===== src/rtl/borrow_divider_pkg.sv =====
// Shared types and constants for the restoring divider.
// Holds the FSM state encoding and the default operand width.
package borrow_divider_pkg;

   localparam int DEF_WIDTH = 8;

   typedef enum logic [1:0] {
      IDLE,
      RUN,
      DONE
   } state_t;

endpackage


===== src/rtl/borrow_lookahead_sub.sv =====
// Combinational a - b with every borrow from a flat two-level
// generate/propagate lookahead, so no borrow ripples bit to bit.
module borrow_lookahead_sub
   import borrow_divider_pkg::*;
#(
   parameter int N = DEF_WIDTH + 1
) (
   input  logic [N-1:0] i_a,
   input  logic [N-1:0] i_b,
   output logic [N-1:0] o_diff,
   output logic         o_bout
);

   logic [N-1:0] w_g;
   logic [N-1:0] w_p;
   logic [N:0]   w_bor;

   assign w_g      = ~i_a & i_b;
   assign w_p      = ~(i_a ^ i_b);
   assign w_bor[0] = 1'b0;

   // Borrow into bit i+1: any g[j] whose path p[i:j+1] is all ones.
   for (genvar i = 0; i < N; i++) begin : g_bor
      logic [i:0] w_term;
      for (genvar j = 0; j <= i; j++) begin : g_term
         if (j == i) begin : g_last
            assign w_term[j] = w_g[j];
         end else begin : g_path
            assign w_term[j] = w_g[j] & (&w_p[i:j+1]);
         end
      end
      assign w_bor[i+1] = |w_term;
   end

   assign o_diff = ~w_p ^ w_bor[N-1:0];
   assign o_bout = w_bor[N];

endmodule


===== src/rtl/borrow_divider.sv =====
// Multi-cycle unsigned restoring divider, one quotient bit per cycle,
// using a borrow-lookahead subtractor for each trial subtraction.
module borrow_divider
   import borrow_divider_pkg::*;
#(
   parameter int WIDTH = DEF_WIDTH
) (
   input  logic             clk,
   input  logic             rst,
   input  logic             start,
   input  logic [WIDTH-1:0] dividend,
   input  logic [WIDTH-1:0] divisor,
   output logic             busy,
   output logic             done,
   output logic [WIDTH-1:0] quotient,
   output logic [WIDTH-1:0] remainder,
   output logic             div_by_zero
);

   state_t r_state;
   state_t w_next;

   logic [WIDTH-1:0] r_dvd;
   logic [WIDTH-1:0] r_dvs;
   logic [WIDTH-1:0] r_step;
   logic [WIDTH-1:0] r_quo;
   logic [WIDTH-1:0] r_rem;
   logic             r_dbz;

   logic             w_busy;
   logic             w_done;
   logic             w_zero;
   logic [WIDTH:0]   w_a;
   logic [WIDTH:0]   w_b;
   logic [WIDTH:0]   w_diff;
   logic             w_bout;
   logic             w_unused_msb;

   assign w_zero       = (divisor == '0);
   assign w_a          = {r_rem, r_dvd[WIDTH-1]};
   assign w_b          = {1'b0, r_dvs};
   assign w_unused_msb = w_diff[WIDTH];

   borrow_lookahead_sub #(
      .N (WIDTH + 1)
   ) u_sub (
      .i_a    (w_a),
      .i_b    (w_b),
      .o_diff (w_diff),
      .o_bout (w_bout)
   );

   always_ff @(posedge clk) begin
      if (rst) begin
         r_state <= IDLE;
      end else begin
         r_state <= w_next;
      end
   end

   always_comb begin
      w_next = r_state;
      w_busy = 1'b0;
      w_done = 1'b0;
      unique case (r_state)
         IDLE: begin
            if (start) begin
               w_next = w_zero ? DONE : RUN;
            end
         end
         RUN: begin
            w_busy = 1'b1;
            if (r_step[WIDTH-1]) begin
               w_next = DONE;
            end
         end
         DONE: begin
            w_busy = 1'b1;
            w_done = 1'b1;
            w_next = IDLE;
         end
         default: begin
            w_next = IDLE;
         end
      endcase
   end

   // r_step is a one-hot step marker; its top bit flags the last step.
   always_ff @(posedge clk) begin
      if (rst) begin
         r_dvd  <= '0;
         r_dvs  <= '0;
         r_step <= '0;
         r_quo  <= '0;
         r_rem  <= '0;
         r_dbz  <= 1'b0;
      end else begin
         unique case (r_state)
            IDLE: begin
               if (start) begin
                  r_dvd  <= dividend;
                  r_dvs  <= divisor;
                  r_step <= {{(WIDTH-1){1'b0}}, 1'b1};
                  r_dbz  <= w_zero;
                  r_quo  <= w_zero ? '1 : '0;
                  r_rem  <= w_zero ? dividend : '0;
               end
            end
            RUN: begin
               r_dvd  <= {r_dvd[WIDTH-2:0], 1'b0};
               r_step <= {r_step[WIDTH-2:0], 1'b0};
               r_quo  <= {r_quo[WIDTH-2:0], ~w_bout};
               r_rem  <= w_bout ? w_a[WIDTH-1:0] : w_diff[WIDTH-1:0];
            end
            default: begin
            end
         endcase
      end
   end

   assign busy        = w_busy;
   assign done        = w_done;
   assign quotient    = r_quo;
   assign remainder   = r_rem;
   assign div_by_zero = r_dbz;

endmodule


===== config.mk =====
export PLATFORM = sky130hd
export DESIGN_NAME = borrow_divider
export DESIGN_NICKNAME = d
export VERILOG_FILES = /design/src/rtl/borrow_divider_pkg.sv /design/src/rtl/borrow_lookahead_sub.sv /design/src/rtl/borrow_divider.sv
export SDC_FILE = /design/constraint.sdc
export NUM_CORES = 1
export LEC_CHECK = 0
export BUFFER_PORTS_ARGS = -buffer_cell sky130_fd_sc_hd__buf_2
export CORE_MARGIN = 1.5
export CORE_UTILIZATION = 55
export CTS_CLUSTER_DIAMETER = 80
export CTS_CLUSTER_SIZE = 10
export DETAILED_ROUTE_END_ITERATION = 8
export PLACE_DENSITY = 0.82
export SLEW_MARGIN = 20
export SYNTH_ARGS = -nofsm -noshare
export SYNTH_HDL_FRONTEND = slang
export SYNTH_SLANG_ARGS = --single-unit

===== constraint.sdc =====
create_clock -name clk -period 3.7 [get_ports clk]
set_clock_uncertainty 0.05 [all_clocks]
set_input_delay 0.185 -clock clk [delete_from_list [all_inputs] [get_ports clk]]
set_output_delay 0.185 -clock clk [all_outputs]
set_load 0.02 [all_outputs]

==> metrics <==
library cells used by synthesis 49; Hold Crit Class in2reg; core footprint about 4100 µm²; Initial Util 0.581; average size of a mapped cell 8.08 µm²; DR iter-0 viols 175; WHS 0.0815 ns; RSZ-0062 raised after global routing false; synth cell count leaders dfxtp_1, nand2_1, a21oi_1; Worst Path Buf+Inv 1; post-route clock period utilization 0.692; Leak 1.04 nW; CTS sink cnt 43; Clock Latency Late Sink 0.30 ns; hold_sp divisor[5]; Critical Path Fanout Max 14; Tot GR Track Use 0.250; drt via density 5.94; Cell Area, Placed 2570 µm²; Area growth, synth to finish 12.9%; Syn Nets 325; Slowest cell on crit path a2111oi_4; Slew Limit Headroom 0.605; Final Hold Viols 0; Required @ worst endpoint 3.85 ns; reg2reg path depth 7; Final HPWL DP 3.87 mm; DRT Wirelength 5.56 mm; register area approximately 860 µm²; # Max-Cap Violations 0; minimum clock period around 2.6 ns; hold buffers post-CTS 0; Site Rows 23; first-pass GRT wire length 8.76 mm; area leader, netlist dfxtp_1; Power Dens Cells 501 nW/µm²; Worst VDD drop between 0.0002 and 0.0003 V; Fmax approximately 0.39 GHz; EDFF count, synth 0; Yosys top cell area share 0.362; Die Span Y ~69 µm; setup TNS after final layout 0 ns; crit path kind reg2reg; nets 353; Setup Buffers After CTS 0; hold endpoint r_dvs[5]; top-count cell post-synth dfxtp_1; Die Area between 4000 and 5000 µm²; CTS tree yes; Worst Path Arrival 2.72 ns; CTS root buf clkbuf_8; Worst path max stage delay 0.47 ns; dominant cells by area after synthesis dfxtp_1, a21oi_1, ha_1, a211oi_1, nand2_1; CP Cell Sequence inv_1 -> ha_1 -> a211o_1 -> a2111oi_4 -> o311ai_4 -> and3_2 -> o32ai_1; Finished Cell Area 2680 µm²; Slew Limit Fails 0; Synth Flop Type dfxtp_1; FF-to-FF Start remainder[0]; status finished, final reports clean; antenna violations before repair 0; CP endpoint kind register; flop and latch count out of synthesis 43; ys async rst share 0; Detailed Routing Iterations Pass 1 4; Boundary Pins 38; H-tree depth 2; final setup vio count 0; Buffers on Ports 37; Syn Inst Count ~290; yosys warns 0; PnR Total Power approximately 1.3 mW; Avg WL per Cell approximately 15 µm; post-route ant nets 0; Die W about 69 µm; fillers between 300 and 400; capturing point of the worst reg2reg path remainder[2]; DR DRC count 0; hold depth 3; post-CTS sizing 0; area of the multi-input gates 1380 µm²; total number of vias 2211; CTS buffer count 5; register area share after synthesis 0.362; Tightest Pin Transition between 0.5 and 0.6 ns; GP Congestion 0.897; Clock Path Buffers 2; r2r setup slk 1.14 ns; Worst-path clk slew 0.08 ns; final global-route overflow total 0; vias in the first global route around 1900; CP delay by family, top compound AO/OA/AOI/OAI gates; Setup crit start kind register; largest net degree at the start of global routing 45; Syn Std Cell Area around 2400 µm²; number of diodes 0; layout cell share with drive strength beyond 1 0.193
power breakdown:
group | leakage [nW] | switching [mW] | internal [mW]
registers | 0.352 | 0.0283 | 0.505
logic | 0.639 | 0.268 | 0.178
clock network | 0.0502 | 0.166 | 0.197
total | 1.04 | 0.463 | 0.880
through the flow:
step                      worst slack [ns]   util  cells
after floorplan                       1.21      -    294
after global placement                1.32  0.630    365
after detailed placement              1.20  0.630    365
after CTS                             1.15  0.656    372
after global routing                 0.962  0.656    372
final                                 1.14  0.656    372
per-layer routing:
metal  up-vias  share of wire  wire length [µm]  track usage
met5         -              0                 0            0
met4         0          0.013                70       0.0931
li1       1115              -                 -            -
met3         7          0.069               384       0.0519
met1      1013           0.46              2540        0.338
met2        76           0.46              2570        0.392
cell usage in the layout, fill, tap and decap left out, types with 4 or more instances in the layout:
cell type	count
a211oi_1	18
a21oi_1	28
a31oi_1	4
and3_2	4
buf_2	37
buf_4	4
clkbuf_8	5
dfxtp_1	43
ha_1	11
inv_1	14
nand2_1	35
nand3_1	11
nor2_1	25
nor2b_1	7
nor3_1	15
o21ai_0	10
o32ai_1	4
kinds of logic after synthesis:
logic type	synth area share
xor gates and xnor gates	0.0148
DFF	0.362
buffers and inverters	0.0569
AOI/OAI and AO/OA	0.263
adders and majority gates	0.0664
and+or+nand+nor	0.223
muxes	0.0132
layout make-up:
cell class                 instances  share of cell area
sequential                        43               0.321
tap                               50              0.0233
timing repair buffer              41              0.0803
inverter                          14              0.0196
multi-input combinational        217               0.516
clock inverter                     2              0.0140
clock buffer                       5              0.0257
sequential cells by signal, indices dropped and copies added, names as in the netlist:
signal,flops
r_state,2
r_dvd,8
remainder,8
r_step,8
r_dvs,8
div_by_zero,1
quotient,8
worst min-delay path, stage by stage:
cell and delay, ns:
buf_2 0.11, nand2_1 0.05, a21oi_1 0.05
worst max path at each step:
stage	cells after the start	startpoint	slack, ns	endpoint
after global routing	7	remainder[0]	0.96	remainder[7]
after detailed placement	7	remainder[0]	1.20	remainder[2]
after floorplan	8	remainder[0]	1.21	remainder[5]
after global placement	7	remainder[0]	1.32	remainder[2]
after CTS	7	remainder[0]	1.15	remainder[2]
final	7	remainder[0]	1.14	remainder[2]
Note: power is estimated with default switching activity, not from simulation.
